[src/rtl/serial_tile_rx.sv]
// serial_tile_rx
//   Serial-to-parallel receiver for systolic-array operand tiles.
//   LANES serial lanes share one bit strobe (ser_en) and one frame sync
//   (ser_fsync). Each frame carries ELEMS words of W bits per lane. Assembled
//   words are queued in a DEPTH-entry FIFO and leave on a valid/ready port
//   with an end-of-tile marker.
//
// Ports
//   clk        in   system clock, rising edge
//   rst_n      in   synchronous active-low reset
//   ser_en     in   bit strobe; ser_fsync/ser_data sampled only when 1
//   ser_fsync  in   frame sync, one strobed bit-time, carries no data
//   ser_data   in   serial data, lane i on bit i
//   out_valid  out  FIFO head valid
//   out_ready  in   consumer accepts head when out_valid & out_ready
//   out_data   out  lane i word at [i*W +: W]
//   out_last   out  head is element ELEMS-1 of its frame
//   frame_err  out  one-cycle pulse: sync inside an unfinished frame
//   overflow   out  sticky: word dropped because FIFO was full
//   frame_cnt  out  completed frames, wraps at 2^16
module serial_tile_rx #(
    parameter int W         = 8,
    parameter int LANES     = 1,
    parameter int ELEMS     = 16,
    parameter int DEPTH     = 4,
    parameter int MSB_FIRST = 0
) (
    input  logic                 clk,
    input  logic                 rst_n,
    input  logic                 ser_en,
    input  logic                 ser_fsync,
    input  logic [LANES-1:0]     ser_data,
    output logic                 out_valid,
    input  logic                 out_ready,
    output logic [LANES*W-1:0]   out_data,
    output logic                 out_last,
    output logic                 frame_err,
    output logic                 overflow,
    output logic [15:0]          frame_cnt
);

    localparam int BCW = (W > 1) ? $clog2(W) : 1;
    localparam int ECW = (ELEMS > 1) ? $clog2(ELEMS) : 1;
    localparam int AW  = $clog2(DEPTH);
    localparam int DW  = LANES * W;

    typedef enum logic [0:0] {
        ST_IDLE  = 1'b0,
        ST_SHIFT = 1'b1
    } state_e;

    state_e           state_q, state_d;
    logic [BCW-1:0]   bit_cnt_q, bit_cnt_d;
    logic [ECW-1:0]   elem_cnt_q, elem_cnt_d;
    logic [DW-1:0]    shreg_q, shreg_d;
    logic             frame_err_q, frame_err_d;
    logic             overflow_q, overflow_d;
    logic [15:0]      frame_cnt_q, frame_cnt_d;
    logic [AW:0]      wr_ptr_q, wr_ptr_d;
    logic [AW:0]      rd_ptr_q, rd_ptr_d;
    logic [DW:0]      mem_q [DEPTH];

    logic [DW-1:0]    shifted_s;
    logic             push_s;
    logic             push_last_s;
    logic             empty_s;
    logic             full_s;
    logic             pop_s;
    logic             wr_en_s;
    logic [DW:0]      head_s;

    // Per-lane shift of the incoming bit into the word under assembly.
    always_comb begin
        shifted_s = shreg_q;
        for (int l = 0; l < LANES; l++) begin
            if (MSB_FIRST != 0) begin
                shifted_s[l*W +: W] = {shreg_q[l*W +: W-1], ser_data[l]};
            end else begin
                shifted_s[l*W +: W] = {ser_data[l], shreg_q[l*W+1 +: W-1]};
            end
        end
    end

    // Framing FSM: next state, counters, push request.
    always_comb begin
        state_d     = state_q;
        bit_cnt_d   = bit_cnt_q;
        elem_cnt_d  = elem_cnt_q;
        shreg_d     = shreg_q;
        frame_err_d = 1'b0;
        frame_cnt_d = frame_cnt_q;
        push_s      = 1'b0;
        push_last_s = 1'b0;
        if (ser_en) begin
            case (state_q)
                ST_IDLE: begin
                    if (ser_fsync) begin
                        state_d    = ST_SHIFT;
                        bit_cnt_d  = {BCW{1'b0}};
                        elem_cnt_d = {ECW{1'b0}};
                    end else begin
                        state_d = ST_IDLE;
                    end
                end
                ST_SHIFT: begin
                    if (ser_fsync) begin
                        // Sync inside a frame: drop the partial word, restart.
                        frame_err_d = 1'b1;
                        bit_cnt_d   = {BCW{1'b0}};
                        elem_cnt_d  = {ECW{1'b0}};
                    end else begin
                        shreg_d = shifted_s;
                        if (bit_cnt_q == BCW'(W - 1)) begin
                            push_s    = 1'b1;
                            bit_cnt_d = {BCW{1'b0}};
                            if (elem_cnt_q == ECW'(ELEMS - 1)) begin
                                push_last_s = 1'b1;
                                elem_cnt_d  = {ECW{1'b0}};
                                frame_cnt_d = frame_cnt_q + 16'd1;
                                state_d     = ST_IDLE;
                            end else begin
                                elem_cnt_d = elem_cnt_q + {{(ECW-1){1'b0}}, 1'b1};
                            end
                        end else begin
                            bit_cnt_d = bit_cnt_q + {{(BCW-1){1'b0}}, 1'b1};
                        end
                    end
                end
                default: begin
                    state_d = ST_IDLE;
                end
            endcase
        end else begin
            state_d = state_q;
        end
    end

    // FIFO control: a pop frees the head slot on the same edge, so a push
    // into a full FIFO is accepted whenever the head is leaving.
    always_comb begin
        empty_s    = (wr_ptr_q == rd_ptr_q);
        full_s     = (wr_ptr_q[AW] != rd_ptr_q[AW]) &&
                     (wr_ptr_q[AW-1:0] == rd_ptr_q[AW-1:0]);
        pop_s      = !empty_s && out_ready;
        wr_en_s    = push_s && (!full_s || pop_s);
        overflow_d = overflow_q || (push_s && full_s && !pop_s);
        if (wr_en_s) begin
            wr_ptr_d = wr_ptr_q + {{AW{1'b0}}, 1'b1};
        end else begin
            wr_ptr_d = wr_ptr_q;
        end
        if (pop_s) begin
            rd_ptr_d = rd_ptr_q + {{AW{1'b0}}, 1'b1};
        end else begin
            rd_ptr_d = rd_ptr_q;
        end
    end

    // State, counters and FIFO storage.
    always_ff @(posedge clk) begin
        if (!rst_n) begin
            state_q     <= ST_IDLE;
            bit_cnt_q   <= {BCW{1'b0}};
            elem_cnt_q  <= {ECW{1'b0}};
            shreg_q     <= {DW{1'b0}};
            frame_err_q <= 1'b0;
            overflow_q  <= 1'b0;
            frame_cnt_q <= 16'd0;
            wr_ptr_q    <= {(AW+1){1'b0}};
            rd_ptr_q    <= {(AW+1){1'b0}};
            for (int i = 0; i < DEPTH; i++) begin
                mem_q[i] <= {(DW+1){1'b0}};
            end
        end else begin
            state_q     <= state_d;
            bit_cnt_q   <= bit_cnt_d;
            elem_cnt_q  <= elem_cnt_d;
            shreg_q     <= shreg_d;
            frame_err_q <= frame_err_d;
            overflow_q  <= overflow_d;
            frame_cnt_q <= frame_cnt_d;
            wr_ptr_q    <= wr_ptr_d;
            rd_ptr_q    <= rd_ptr_d;
            if (wr_en_s) begin
                mem_q[wr_ptr_q[AW-1:0]] <= {push_last_s, shifted_s};
            end
        end
    end

    // Outputs come straight from flops; the head stays put while stalled.
    assign head_s    = mem_q[rd_ptr_q[AW-1:0]];
    assign out_valid = !empty_s;
    assign out_data  = head_s[DW-1:0];
    assign out_last  = head_s[DW];
    assign frame_err = frame_err_q;
    assign overflow  = overflow_q;
    assign frame_cnt = frame_cnt_q;

endmodule

[config.mk]
export PLATFORM = sky130hd
export DESIGN_NAME = serial_tile_rx
export DESIGN_NICKNAME = d
export VERILOG_FILES = /design/src/rtl/serial_tile_rx.sv
export SDC_FILE = /design/constraint.sdc
export NUM_CORES = 1
export LEC_CHECK = 0
export BUFFER_PORTS_ARGS = -buffer_cell sky130_fd_sc_hd__buf_2
export CAP_MARGIN = 10
export CORE_MARGIN = 1
export CORE_UTILIZATION = 63
export CTS_CLUSTER_SIZE = 8
export DETAILED_ROUTE_END_ITERATION = 10
export GPL_ROUTABILITY_DRIVEN = 0
export PLACE_DENSITY = 0.82
export REMOVE_ABC_BUFFERS = 1
export SYNTH_ARGS = -nofsm -noshare
export SYNTH_HDL_FRONTEND = slang
export SYNTH_SLANG_ARGS = --single-unit
[constraint.sdc]
create_clock -name clk -period 4.33 [get_ports clk]
set_clock_uncertainty 0.15 [all_clocks]
set_input_delay 0.433 -clock clk [delete_from_list [all_inputs] [get_ports clk]]
set_output_delay 0.433 -clock clk [all_outputs]
set_load 0.01 [all_outputs]
After elaboration in Yosys (flattened, before gate mapping)

Memory sizes are Yosys's and may differ from the RTL's. A register that Yosys moved wholly into a read port is not among the register bits.
Cells that the tools add are included.

Bits in registers: 40
Bits in latches: 0
RAM bits: 36
ROM bits: 0
Input bits: 6
Output and inout bits: 28
Word-level logic and storage cells: 72
Memories kept: 1

Memories:

| memory | depth | width | rd ports | clocked after Yosys merged registers in | wr ports | RTL line | source |
|---|---|---|---|---|---|---|---|
| mem_q  | 4     | 9     | 1        | 1                                       | 4        | 61       | `logic [DW:0] mem_q [DEPTH];` |

$add $sub $neg: 5
Multipliers: 0
Divide/modulo/power cells: 0
Order comparisons: 0
Equality and inequality tests: 7
Shifts and indexed selects: 0
Multiplexer cells: 32
Bitwise logic cells: 2
Reduce and logical (&&, ||, !) cells: 16

Operators by type and width:

| operator                | count |
|---|---|
| $mux W1                 | 18 |
| $add A16 B1 Y16 const B | 1 |
| $mux W4                 | 4 |
| $add A3 B1 Y3 const B   | 3 |
| $mux W3                 | 3 |
| $mux W9                 | 1 |
| $reduce_and A3 Y1       | 3 |
| $reduce_or A9 Y1        | 1 |
| $pmux W4 S2             | 1 |
| $mux W2                 | 3 |
| $pmux W3 S2             | 1 |
| $logic_and A1 B1 Y1     | 5 |
| $reduce_and A5 Y1       | 1 |
| $add A4 B1 Y4 const B   | 1 |
| $eq A4 B4 Y1 const B    | 1 |
| $eq A3 B3 Y1            | 1 |
| $eq A3 B3 Y1 const B    | 1 |
| $logic_not A1 Y1        | 3 |
| $ne A3 B2 Y1 const B    | 1 |
| $eq A2 B2 Y1            | 1 |
| $logic_or A1 B1 Y1      | 2 |
| $ne A2 B2 Y1 const B    | 1 |
| $not A1 Y1              | 2 |
| $pmux W1 S2             | 1 |
| other kinds (2)         | 2 |

Depth between registers and ports, before layout

Gate-level depths: netlist of run 1.

Word-level depth: 11
Gate-level depth with buffers: 7
Gate-level depth less buffers: 6

Worst setup path before layout of run 1

No wires, ideal clock.

Path kind: flip-flop to flip-flop
Start: register bit_cnt_q[0]
End: memory mem_q[1][0] in the netlist's numbering, enable pin
Library setup time: 0.387 ns
Arrival: 2.038 ns
Data required time: 3.793 ns
Path slack: 1.754 ns
Cell stages (with the launch flop): 7
Path buffers: 1
Period minus slack after synthesis: 2.576 ns
Cell sequence: dfxtp_1 ha_1 ha_1 and4b_1 o41ai_2 buf_2 o21ai_0

RTL lines:

| what                     | RTL line | source |
|---|---|---|
| start: declaration       | 53       | `logic [BCW-1:0] bit_cnt_q, bit_cnt_d;` |
| start signal: assignment | 163      | `bit_cnt_q <= {BCW{1'b0}};` |
| start signal: assignment | 176      | `bit_cnt_q <= bit_cnt_d;` |
| end: declaration         | 61       |  |

==> out/qor.tcl, run 1 <==
set qor(status) {completed}
set qor(die_height_um) 75.66
set qor(synth_cell_types) 39
set qor(report.final.slew_viol_count) 0
set qor(initial_drt_pass_iterations) 4
set qor(crit_path_time_final_ns) 2.959
set qor(final_critical_path_setup_slack_ns) 1.371
set qor(yosysWarningCount) 0
set qor(antenna_viol_nets_final) 0
set qor(grt-ovfl-total) 0
set qor(hold_viol_final) 0
set qor(fraction_of_final_layout_cells_with_drive_strength_greater_than_1_pct) 17.10
set qor(endpoint_of_the_worst_slack_reg_to_reg_timing_path) {mem_q[1][0]}
set qor(tritoncts) {done}
set qor(pwr-share-clk_pct) 40.9
set qor(post-synth-top-count-cell) {sky130_fd_sc_hd__dfxtp_1}
set qor(synth.top_cells.by_area) {sky130_fd_sc_hd__edfxtp_1, sky130_fd_sc_hd__dfxtp_1, sky130_fd_sc_hd__and2_1}
set qor(critical_path.startpoint_type) {register}
set qor(placed_cells) 398
set qor(die_w_um) 75.66
set qor(worst_pin_slew_ns) 1.239
set qor(netSwitchingFraction_pct) 20.18
set qor(finish.cell_count_without_fillers) 415
set qor(number_of_design_rule_violations_left_by_the_first_detailed_router_iteration) 163
set qor(timing.hold.worst.class) {in2reg}
set qor(dp_worst_setup_slack_ns) 1.418
set qor(io_pins) 34
set qor(comb_power_share_pct) 2.8
set qor(top_cells_by_count_synth) {sky130_fd_sc_hd__dfxtp_1, sky130_fd_sc_hd__edfxtp_1, sky130_fd_sc_hd__and2_1, sky130_fd_sc_hd__nand2_1, sky130_fd_sc_hd__nor2_1}
set qor(routed_via_density) 5.723
set qor(cts.sink_count) 77
set qor(worst_setup_hold_path_clk_slew_ns) 0.08
set qor(setup-violations-final) 0
set qor(sequential_cell_area_um2) 1902
set qor(clock_tree.htree_level_count) 3
set qor(reg2reg_from) {wr_ptr_q[1]}
set qor(holdWs_ns) 0.2445
set qor(synth_top_flop_cell) {sky130_fd_sc_hd__dfxtp_1}
set qor(floorplan_core_area_um2) 5172
set qor(cts_repair_resize_count) 0
set qor(tritoncts.num_buffers) 9
set qor(worst_skew_pair.late_latency_ns) 0.34
set qor(netlist.top_cell.by_area) {sky130_fd_sc_hd__edfxtp_1}
set qor(remaining_drc_errors) 0
set qor(grt_first_pass_wirelength_um) 10560
set qor(worstHoldEndpoint) {shreg_q[7]}
set qor(setup-tns-final_ns) 0
set qor(final_cell_area_um2) 3832
set qor(clock-root-buffer) {sky130_fd_sc_hd__clkbuf_8}
set qor(floorplan.rows) 26
set qor(critPathMaxFanout) 14
set qor(layout-area-overhead-vs-synth_pct) 12.12
set qor(cts.hold.buffers_added) 0
set qor(placedInstanceArea_um2) 3618
set qor(final_min_period_over_clock_period_pct) 68.33
set qor(layout_net_count) 352
set qor(io_buffers) 33
set qor(setup_repair_after_global_routing_missed_its_margin) {no}
set qor(power.sequential.fraction_pct) 56.4
set qor(cp.arrival_ns) 2.71
set qor(number_of_max_cap_violations) 0
set qor(cell_area_after_synthesis_um2) 3418
set qor(synth_largest_type_area_fraction_pct) 31.63
set qor(multi_input_comb_area_um2) 1438
set qor(reg2regPathDepth) 3
set qor(ys_ff_latch) 77
set qor(synthCells) 309
set qor(grtUsageTotal_pct) 26.14
set qor(synth_enable_flop_cells) 36
set qor(max_freq_ghz) 0.3380
set qor(grt_start_max_net_pins) 39
set qor(grt_antenna_before_repair) 0
set qor(clock_path_buffers) 2
set qor(p_per_area_nw_per_um2) 362.7
set qor(layout.filler_cells) 340
set qor(ir_worst_vdd_mv) 0.2155
set qor(syn_area_per_cell_um2) 11.06
set qor(floorplan.initialDensity_pct) 66.09
set qor(synth.yosys.seq_area_share_pct) 55.64
set qor(cp-end-kind) {register}
set qor(hpwlAfterDp_um) 4722
set qor(synth-async-reset-ratio_pct) 0
set qor(critPathRequiredTime_ns) 4.08
set qor(crit_path_launch) {wr_ptr_q[1]}
set qor(leakage_dissipation_nw) 1.439
set qor(hold_path_startpoint) {ser_data}
set qor(post_cts.repair.setup_buffers) 0
set qor(number_of_cells_traversed_by_the_worst_hold_path) 3
set qor(power.net_switching_w) 0.0002805
set qor(finalWirelength_um) 6667
set qor(avgRoutedWirePerCell_um) 16.07
set qor(setup.worst_path.class) {reg2reg}
set qor(num_vias) 2375
set qor(die-area_um2) 5724
set qor(slew-limit-headroom_pct) 16.54
set qor(first_global_vias) 2142
set qor(cell_internal_pwr_w) 0.001110
set qor(antenna_cells) 0
set qor(reg2reg_setup_slack_ns) 1.37
-- cell usage in the layout, fill, tap and decap left out, types with 16 or more instances in the layout --
master | synthesis | final
sky130_fd_sc_hd__edfxtp_1 | 36 | 36
sky130_fd_sc_hd__dfxtp_1 | 41 | 41
sky130_fd_sc_hd__and2_1 | 33 | 33
sky130_fd_sc_hd__o21ai_0 | 16 | 16
sky130_fd_sc_hd__nor2_1 | 26 | 26
sky130_fd_sc_hd__a21oi_1 | 19 | 19
sky130_fd_sc_hd__nand2_1 | 26 | 26
sky130_fd_sc_hd__buf_2 | 3 | 33
-- registers in the layout (all words and copies together), names as in the netlist, named ones only --
name        count
wr_ptr_q        3
elem_cnt_q      4
rd_ptr_q        3
frame_err       1
shreg_q         7
overflow        1
frame_cnt      16
mem_q          36
state_q         1
bit_cnt_q       3
-- through the flow --
stage	util [%]	total power [W]
after CTS	73.95	0.001394
after detailed placement	69.96	0.0008382
after global placement	69.96	0.0008353
final	74.09	0.001390
after floorplan	-	0.0008167
after global routing	74.09	0.001434
-- layout make-up --
| cell class | count | area share, % |
|---|---|---|
| Tap cell | 70 | 2.285 |
| Inverter | 5 | 0.4897 |
| Sequential cell | 77 | 49.62 |
| Multi-Input combinational cell | 212 | 37.51 |
| Clock buffer | 11 | 3.428 |
| Timing Repair Buffer | 35 | 4.701 |
| Clock inverter | 5 | 1.959 |
-- kinds of logic after synthesis --
| family | synth area share, % |
|---|---|
| flip-flops | 55.64 |
| AO/OA/AOI/OAI | 8.126 |
| AND/OR/NAND/NOR | 21.96 |
| buffers and inverters | 2.306 |
| multiplexers | 5.930 |
| XOR/XNOR | 3.843 |
| adder cells (fa/ha/maj) | 2.196 |
-- worst max-delay path by stage --
stage	to	slack, ns	cells after the start
floorplan	mem_q[1][0]	1.82	5
global placement	mem_q[1][2]	1.44	5
detailed placement	mem_q[1][1]	1.42	3
CTS	mem_q[1][8]	1.39	5
global route	mem_q[1][8]	1.14	3
finish	mem_q[1][0]	1.37	3
-- power by group through the flow --
stage	clock network, W	registers (W)	logic (W)
5_1_grt	0.000606	0.000785	0.0000425
6_report	0.000568	0.000783	0.0000383
2_1_floorplan	0	0.000795	0.0000215
3_5_place_dp	0	0.000801	0.0000375
4_1_cts	0.000573	0.000784	0.0000375
3_3_place_gp	0	0.000799	0.0000363
-- worst max-delay path, stage by stage, from the launching register on --
cell and delay [ns]:
sky130_fd_sc_hd__dfxtp_1 0.46, sky130_fd_sc_hd__xor2_1 0.18, sky130_fd_sc_hd__o41ai_2 1.00, sky130_fd_sc_hd__o21ai_0 0.73
-- metal layers --
metal	GRT usage, %	share of wire [%]
met5	0	0
met4	10.08	1.6
met3	5.820	3.5
met2	44.44	52
met1	32.64	43
Note: power is estimated with default switching activity, not from simulation.
==> inputs of run 2 (changes only) <==
--- a/config.mk
+++ b/config.mk
@@ -5,14 +5,15 @@
 export SDC_FILE = /design/constraint.sdc
 export NUM_CORES = 1
 export LEC_CHECK = 0
+export ABC_AREA = 1
 export BUFFER_PORTS_ARGS = -buffer_cell sky130_fd_sc_hd__buf_2
 export CAP_MARGIN = 10
 export CORE_MARGIN = 1
-export CORE_UTILIZATION = 63
+export CORE_UTILIZATION = 53
 export CTS_CLUSTER_SIZE = 8
 export DETAILED_ROUTE_END_ITERATION = 10
 export GPL_ROUTABILITY_DRIVEN = 0
-export PLACE_DENSITY = 0.82
+export PLACE_DENSITY = 0.73
 export REMOVE_ABC_BUFFERS = 1
 export SYNTH_ARGS = -nofsm -noshare
 export SYNTH_HDL_FRONTEND = slang
==> constraint.sdc (replaced) <==
create_clock -name clk -period 2.6 [get_ports clk]
set_clock_uncertainty 0.15 [all_clocks]
set_input_delay 0.26 -clock clk [delete_from_list [all_inputs] [get_ports clk]]
set_output_delay 0.26 -clock clk [all_outputs]
set_load 0.01 [all_outputs]
==> run 2 against run 1 <==
Effect of this change:
- synthesized cell count grew 33%
- hold slack got worse by 0.20 ns
- synthesized area up 7.1%
- register-to-register slack got worse by 0.95 ns
- critical path type unchanged
- critical endpoint is now mem_q[2][7]
- largest cell class unchanged
- largest power group unchanged
- highest routed layer unchanged
==> out/qor.tcl, run 2 <==
set qor(power.sequential.fraction_pct) 54.6 ;# -1.8 points
set qor(hold_viol_final) 0 ;# unchanged
set qor(layout-area-overhead-vs-synth_pct) 11.93
set qor(synth-async-reset-ratio_pct) 0 ;# unchanged
set qor(comb_power_share_pct) 8.1 ;# +5.3 points
set qor(crit_path_time_final_ns) 2.182 ;# -0.7767 ns
set qor(yosysWarningCount) 0 ;# unchanged
set qor(hpwlAfterDp_um) 5147 ;# +9.0%
set qor(cell_internal_pwr_w) 0.001830 ;# +65%
set qor(post_cts.repair.setup_buffers) 0 ;# unchanged
set qor(placedInstanceArea_um2) 3905 ;# +7.9%
set qor(largest_register) {mem_q}
set qor(io_pins) 34 ;# unchanged
set qor(antenna_viol_nets_final) 0 ;# unchanged
set qor(num_vias) 2909 ;# +22%
set qor(setup_repair_after_global_routing_missed_its_margin) {no}
set qor(floorplan_core_area_um2) 6495 ;# +26%
set qor(number_of_max_cap_violations) 0 ;# unchanged
set qor(most-common-layout-cells) {sky130_fd_sc_hd__nand2_1, sky130_fd_sc_hd__nor2_1, sky130_fd_sc_hd__inv_1, sky130_fd_sc_hd__dfxtp_1, sky130_fd_sc_hd__o21ai_0}
set qor(setup-violations-final) 0 ;# unchanged
set qor(synth_top_flop_cell) {sky130_fd_sc_hd__dfxtp_1}
set qor(cell_area_after_synthesis_um2) 3661 ;# +7.1%
set qor(timing.hold.worst.class) {in2reg}
set qor(cts.hold.buffers_added) 0 ;# unchanged
set qor(synth.top_cells.by_area) {sky130_fd_sc_hd__edfxtp_1, sky130_fd_sc_hd__dfxtp_1, sky130_fd_sc_hd__nor3_2}
set qor(die_height_um) 85.11 ;# +12%
set qor(layout_net_count) 462 ;# +31%
set qor(slew-limit-headroom_pct) 57.69 ;# +41 points
set qor(synth_cell_types) 35 ;# -10%
set qor(tritoncts) {done}
set qor(setup-tns-final_ns) 0 ;# unchanged
set qor(finish.cell_count_without_fillers) 532 ;# +28%
set qor(final_min_period_over_clock_period_pct) 83.93 ;# +16 points
set qor(floorplan.rows) 29 ;# +12%
set qor(reg2regPathDepth) 8 ;# +5
set qor(status) {completed}
set qor(cts_repair_resize_count) 0 ;# unchanged
set qor(critPathMaxFanout) 9 ;# -5
set qor(first_global_vias) 2693 ;# +26%
set qor(netSwitchingFraction_pct) 23.99 ;# +3.8 points
set qor(cp.arrival_ns) 2.10 ;# -0.61 ns
set qor(critPathRequiredTime_ns) 2.51 ;# -1.57 ns
set qor(synth.yosys.seq_area_share_pct) 51.95 ;# -3.7 points
set qor(grt-ovfl-total) 0 ;# unchanged
set qor(initial_drt_pass_iterations) 4 ;# unchanged
set qor(post-layout-total-power_w) 0.002407 ;# +73%
set qor(grtUsageTotal_pct) 22.26 ;# -3.9 points
set qor(top_cells_by_count_synth) {sky130_fd_sc_hd__nand2_1, sky130_fd_sc_hd__nor2_1, sky130_fd_sc_hd__dfxtp_1, sky130_fd_sc_hd__inv_1, sky130_fd_sc_hd__o21ai_0}
set qor(worst_pin_slew_ns) 0.6339 ;# -0.6050 ns
set qor(finalWirelength_um) 7477 ;# +12%
set qor(leakage_dissipation_nw) 1.550 ;# +7.7%
set qor(io_buffers) 33 ;# unchanged
set qor(die_w_um) 85.11 ;# +12%
set qor(mostFrequentLayoutCell) {sky130_fd_sc_hd__nand2_1}
set qor(largest_register_ffs) 36 ;# unchanged
set qor(synth_largest_type_area_fraction_pct) 29.53 ;# -2.1 points
set qor(cp-end-kind) {register}
set qor(remaining_drc_errors) 0 ;# unchanged
set qor(number_of_cells_traversed_by_the_worst_hold_path) 3 ;# unchanged
set qor(cts.sink_count) 77 ;# unchanged
set qor(pwr-share-clk_pct) 37.3 ;# -3.6 points
set qor(fraction_of_final_layout_cells_with_drive_strength_greater_than_1_pct) 20.88 ;# +3.8 points
set qor(power.net_switching_w) 0.0005773 ;# +110%
set qor(clock-root-buffer) {sky130_fd_sc_hd__clkbuf_8}
set qor(tritoncts.num_buffers) 9 ;# unchanged
set qor(worst_skew_pair.late_latency_ns) 0.36 ;# +0.02 ns
set qor(floorplan.initialDensity_pct) 56.37 ;# -9.7 points
set qor(netlist.top_cell.by_area) {sky130_fd_sc_hd__edfxtp_1}
set qor(max_freq_ghz) 0.4583 ;# +36%
set qor(grt_first_pass_wirelength_um) 12250 ;# +16%
set qor(final_cell_area_um2) 4098 ;# +6.9%
set qor(post-synth-top-count-cell) {sky130_fd_sc_hd__nand2_1}
set qor(grt_antenna_before_repair) 0 ;# unchanged
set qor(ys_ff_latch) 77 ;# unchanged
set qor(routed_via_density) 5.468 ;# -4.5%
set qor(placed_cells) 516 ;# +30%
set qor(report.final.slew_viol_count) 0 ;# unchanged
set qor(avgRoutedWirePerCell_um) 14.05 ;# -13%
set qor(antenna_cells) 0 ;# unchanged
set qor(critical_path.startpoint_type) {register}
set qor(ir_worst_vdd_mv) 0.4339 ;# +100%
set qor(clock_path_buffers) 2 ;# unchanged
set qor(clock_tree.htree_level_count) 3 ;# unchanged
set qor(p_per_area_nw_per_um2) 587.4 ;# +62%
set qor(syn_area_per_cell_um2) 8.886 ;# -20%
set qor(grt_start_max_net_pins) 32 ;# -18%
set qor(worst_setup_hold_path_clk_slew_ns) 0.07 ;# about the same
set qor(die-area_um2) 7244 ;# +27%
set qor(synthCells) 412 ;# +33%
set qor(setup.worst_path.class) {reg2reg}
set qor(synth_enable_flop_cells) 36 ;# unchanged
set qor(number_of_design_rule_violations_left_by_the_first_detailed_router_iteration) 180 ;# +10%
[run 2: cell types whose count changed after synthesis, sizes merged, moves of 25 or more]
cell   previous run  this run
nand2            26        66
inv               5        42
nor2             26        63
and2             33         1
nor3              4        32
o21ai            16        41
[run 2: path summary, 6_finish.rpt]
path | from | to | slack [ns]
max | bit_cnt_q[0] | mem_q[2][7] | 0.42
min | ser_en | frame_err | 0.04
max reg2reg | bit_cnt_q[0] | mem_q[2][7] | 0.42
min reg2reg | overflow | overflow | 0.31
[run 2: logic make-up (layout without fill, tap and decap cells)]
family	count (synthesis)	count (layout)	share of synthesized area, %
flip-flops	77	77	51.95
buffers and inverters	59	102	6.937
AO/OA/AOI/OAI	79	79	11.41
adder cells (fa/ha/maj)	6	6	2.051
XOR/XNOR	5	5	1.196
AND/OR/NAND/NOR	186	186	26.45
[run 2: power groups by stage]
stage	Clock [W]	Combinational [W]	Sequential, W
final	0.000898	0.000194	0.00131
after detailed placement	0	0.000195	0.00134
after global placement	0	0.000192	0.00134
after global routing	0.000949	0.000215	0.00132
after floorplan	0	0.000115	0.00134
after CTS	0.000905	0.000195	0.00131
[run 2: per-stage QoR]
step / hold WS [ns] / utilization [%] / setup slack [ns]
after floorplan: 0.2304 / - / -0.1996
after global placement: 0.2900 / 60.12 / 0.4971
after detailed placement: 0.2867 / 60.12 / 0.4160
after CTS: 0.02005 / 63.09 / 0.4089
after global routing: 0.03911 / 63.09 / 0.1902
final: 0.04483 / 63.09 / 0.4179
[run 2: worst max-delay path, stage by stage (launching register included)]
cell and delay (ns):
sky130_fd_sc_hd__dfxtp_1 0.34, sky130_fd_sc_hd__ha_1 0.15, sky130_fd_sc_hd__ha_1 0.19, sky130_fd_sc_hd__nand3_1 0.11, sky130_fd_sc_hd__nor2_2 0.20, sky130_fd_sc_hd__buf_4 0.21
sky130_fd_sc_hd__nand4_2 0.14, sky130_fd_sc_hd__o21ai_0 0.21, sky130_fd_sc_hd__buf_4 0.20
[run 2: layout make-up]
| class | count | area, um2 |
|---|---|---|
| fill | 563 | 2397 |
| sequential | 77 | 1902 |
| inverter | 43 | 161.4 |
| timing repair buffer | 43 | 240.2 |
| clock buffer | 12 | 145.1 |
| multi-input combinational | 276 | 1505 |
| tap | 77 | 96.34 |
| clock inverter | 4 | 47.55 |
[run 2: per-layer routing]
layer  up-vias  routed length [um]  global-route usage [%]
met5         -                   0                       0
met4         0                 144                   10.94
met3        11                 516                   5.447
met2        99                3375                   34.16
met1      1332                3440                   29.61
li1       1467                   -                       -
==> inputs of run 3 (changes only) <==
==> constraint.sdc (replaced) <==
create_clock -name clk -period 1.8 [get_ports clk]
set_clock_uncertainty 0.15 [all_clocks]
set_input_delay 0.18 -clock clk [delete_from_list [all_inputs] [get_ports clk]]
set_output_delay 0.18 -clock clk [all_outputs]
set_load 0.01 [all_outputs]
==> run 3 against run 2 <==
Effect of this change:
- count of clock-buffer cells in the layout shrank 1
- hold slack got worse by 0.034 ns
- fmax is 16% higher
- sequential share of layout area fell by 4.7 points
- flip-flop and latch count unchanged
- total power up 50%
- the flow now finishes with violations (setup timing)
- sequential power is 45% higher
- register-to-register slack worse by 0.50 ns
- critical path type unchanged
- global-route usage grew 3.5 points
==> out/qor.tcl, run 3 (same netlist as run 2, synthesis figures left out) <==
set qor(setup_repair_after_global_routing_missed_its_margin) {yes}
set qor(critical_path.top_delay_family) {flip-flops}
set qor(avgRoutedWirePerCell_um) 15.17 ;# +7.9%
set qor(ir_worst_vdd_mv) 0.4384 ;# +1.0%
set qor(crit_path_time_final_ns) 1.885 ;# -0.2966 ns
set qor(routed_via_density) 5.420 ;# -0.88%
set qor(cts.sink_count) 77 ;# unchanged
set qor(cp_cell_sequence) {ha_4, ha_4, nand3_4, nor2_4, buf_12, nand4_4, o21ai_4, buf_4}
set qor(io_buffers) 33 ;# unchanged
set qor(reg2regPathDepth) 8 ;# unchanged
set qor(num_vias) 3046 ;# +4.7%
set qor(critPathRequiredTime_ns) 1.72 ;# -0.79 ns
set qor(clock_path_buffers) 2 ;# unchanged
set qor(placedInstanceArea_um2) 4030 ;# +3.2%
set qor(p_per_area_nw_per_um2) 786.1 ;# +34%
set qor(number_of_max_cap_violations) 0 ;# unchanged
set qor(grt.met1_usage_pct) 33.99 ;# +4.4 points
set qor(remaining_drc_errors) 0 ;# unchanged
set qor(slew-limit-headroom_pct) 67.50 ;# +9.8 points
set qor(crit_end) {mem_q[0][5]}
set qor(grtUsageTotal_pct) 25.77 ;# +3.5 points
set qor(io_pins) 34 ;# unchanged
set qor(groute.layer.met2.usage_pct) 43.77 ;# +9.6 points
set qor(finalWirelength_um) 8526 ;# +14%
set qor(final_cell_area_um2) 4589 ;# +12%
set qor(setup.worst_path.class) {reg2reg}
set qor(largest_register_ffs) 36 ;# unchanged
set qor(first_global_vias) 2943 ;# +9.3%
set qor(floorplan_core_area_um2) 6495 ;# unchanged
set qor(fraction_of_final_layout_cells_with_drive_strength_greater_than_1_pct) 31.13 ;# +10 points
set qor(status) {finished with violations}
set qor(power.sequential.fraction_pct) 52.7 ;# -1.9 points
set qor(hold_viol_final) 0 ;# unchanged
set qor(grt_antenna_before_repair) 0 ;# unchanged
set qor(initial_drt_pass_iterations) 4 ;# unchanged
set qor(critPathMaxFanout) 6 ;# -3
set qor(largest_register) {mem_q}
set qor(reg2reg_setup_slack_ns) -0.09 ;# -0.50 ns
set qor(comb_power_share_pct) 9.8 ;# +1.7 points
set qor(cp_num_cells) 8 ;# unchanged
set qor(clock-root-buffer) {sky130_fd_sc_hd__clkbuf_8}
set qor(grt_start_max_net_pins) 19 ;# -41%
set qor(clock_tree.htree_level_count) 3 ;# unchanged
set qor(antenna_cells) 0 ;# unchanged
set qor(antenna_viol_nets_final) 0 ;# unchanged
set qor(number_of_design_rule_violations_left_by_the_first_detailed_router_iteration) 188 ;# +4.4%
set qor(worst_setup_hold_path_clk_slew_ns) 0.08 ;# about the same
set qor(die-area_um2) 7244 ;# unchanged
set qor(hold_path_startpoint) {ser_fsync}
set qor(tritoncts.num_buffers) 9 ;# unchanged
set qor(grt_most_used_layer) {met2}
set qor(pwr-share-clk_pct) 37.4 ;# about the same
set qor(die_w_um) 85.11 ;# unchanged
set qor(tritoncts) {done}
set qor(final_min_period_over_clock_period_pct) 104.7 ;# +21 points
set qor(final_critical_path_setup_slack_ns) -0.08545 ;# -0.5034 ns
set qor(worst_path_most_repeated_cell) {sky130_fd_sc_hd__ha_4}
set qor(endpoint_of_the_worst_slack_reg_to_reg_timing_path) {mem_q[0][5]}
set qor(netSwitchingFraction_pct) 25.50 ;# +1.5 points
set qor(max_stage_delay_ns) 0.37 ;# +0.03 ns
set qor(timing.hold.worst.class) {in2reg}
set qor(power.net_switching_w) 0.0009199 ;# +59%
set qor(crit_slowest_cell) {sky130_fd_sc_hd__dfxtp_4}
set qor(leakage_dissipation_nw) 1.759 ;# +13%
set qor(worst_pin_slew_ns) 0.4870 ;# -0.1469 ns
set qor(setup-violations-final) 57 ;# +57
set qor(placed_cells) 531 ;# +2.9%
set qor(most-common-layout-cells) {sky130_fd_sc_hd__nand2_1, sky130_fd_sc_hd__nor2_1, sky130_fd_sc_hd__inv_1}
set qor(hpwlAfterDp_um) 5795 ;# +13%
set qor(critical_path.startpoint_type) {register}
set qor(worst_skew_pair.late_latency_ns) 0.35 ;# about the same
set qor(finish.cell_count_without_fillers) 562 ;# +5.6%
set qor(die_height_um) 85.11 ;# unchanged
set qor(floorplan.initialDensity_pct) 56.37 ;# unchanged
set qor(critical_path_buf_inv_count) 2 ;# unchanged
set qor(max_freq_ghz) 0.5304 ;# +16%
set qor(cell_internal_pwr_w) 0.002688 ;# +47%
set qor(grt_util_met3_pct) 3.599 ;# -1.8 points
set qor(report.final.slew_viol_count) 0 ;# unchanged
set qor(layout_net_count) 492 ;# +6.5%
set qor(layout-area-overhead-vs-synth_pct) 25.36
set qor(floorplan.rows) 29 ;# unchanged
set qor(crit_path_launch) {bit_cnt_q[1]}
set qor(failed_checks) {setup timing}
set qor(cp.arrival_ns) 1.81 ;# -0.29 ns
set qor(grt_first_pass_wirelength_um) 14320 ;# +17%
set qor(reg2reg_from) {bit_cnt_q[1]}
set qor(grt-ovfl-total) 0 ;# unchanged
set qor(mostFrequentLayoutCell) {sky130_fd_sc_hd__nand2_1}
set qor(cp-end-kind) {register}
## run 3: area by class of cell
cell class | instances | area, um2
fillers | 487 | 1906
flip-flops and latches | 77 | 1913
clock buffers | 11 | 173.9
multi-input cells | 276 | 1649
inverters | 43 | 172.7
clock inverters | 5 | 38.79
well taps | 77 | 96.34
repair buffers | 73 | 545.5
## run 3: how the worst min path moves through the flow
stage | slack [ns] | endpoint | cells past startpoint
final | 0.01 | frame_err | 3
after global routing | 0.02 | frame_err | 3
after CTS | 0.006 | frame_err | 3
after detailed placement | 0.30 | overflow | 2
after global placement | 0.29 | overflow | 2
after floorplan | 0.15 | frame_cnt[10] | 2
## run 3: layer usage
layer | wire [um] | up-vias | share of wire, %
li1 | - | 1530 | -
met1 | 3801 | 1446 | 45
met2 | 4321 | 62 | 51
met3 | 317 | 8 | 3.7
met4 | 85 | 0 | 1.0
met5 | 0 | - | 0
## run 3: repair_timing
| action | in CTS | in global routing |
|---|---|---|
| hold endpoints to repair | 2 | 0 |
| pin swaps | 7 | 6 |
| cloned | 3 | 0 |
| hold buffers | 2 | 0 |
| setup endpoints to repair | 89 | 85 |
| buffers inserted | 11 | 0 |
| resized for setup | 44 | 27 |
## run 3: per-stage QoR
stage	setup WS, ns	utilization [%]	TNS [ns]	power [W]	hold WS (ns)
floorplan	-0.9996	-	-35.34	0.002104	0.1504
global placement	-0.1540	62.05	-5.818	0.002230	0.2880
detailed placement	-0.2907	62.05	-13.53	0.002239	0.2966
CTS	-0.1012	69.35	-3.555	0.003606	0.006224
global route	-0.1375	70.66	-7.582	0.003732	0.02483
finish	-0.08545	70.66	-3.199	0.003608	0.01050
## run 3: tightest hold or removal path: stages
cell and delay [ns]:
sky130_fd_sc_hd__buf_2 0.14, sky130_fd_sc_hd__nand2_1 0.09, sky130_fd_sc_hd__nor3_1 0.05
## run 3: power by group through the flow
stage	clock, W	sequential, W	combinational (W)
after floorplan	0	0.00194	0.000166
after global placement	0	0.00193	0.000296
after detailed placement	0	0.00194	0.000303
after CTS	0.00137	0.00190	0.000338
after global routing	0.00143	0.00191	0.000390
final	0.00135	0.00190	0.000355
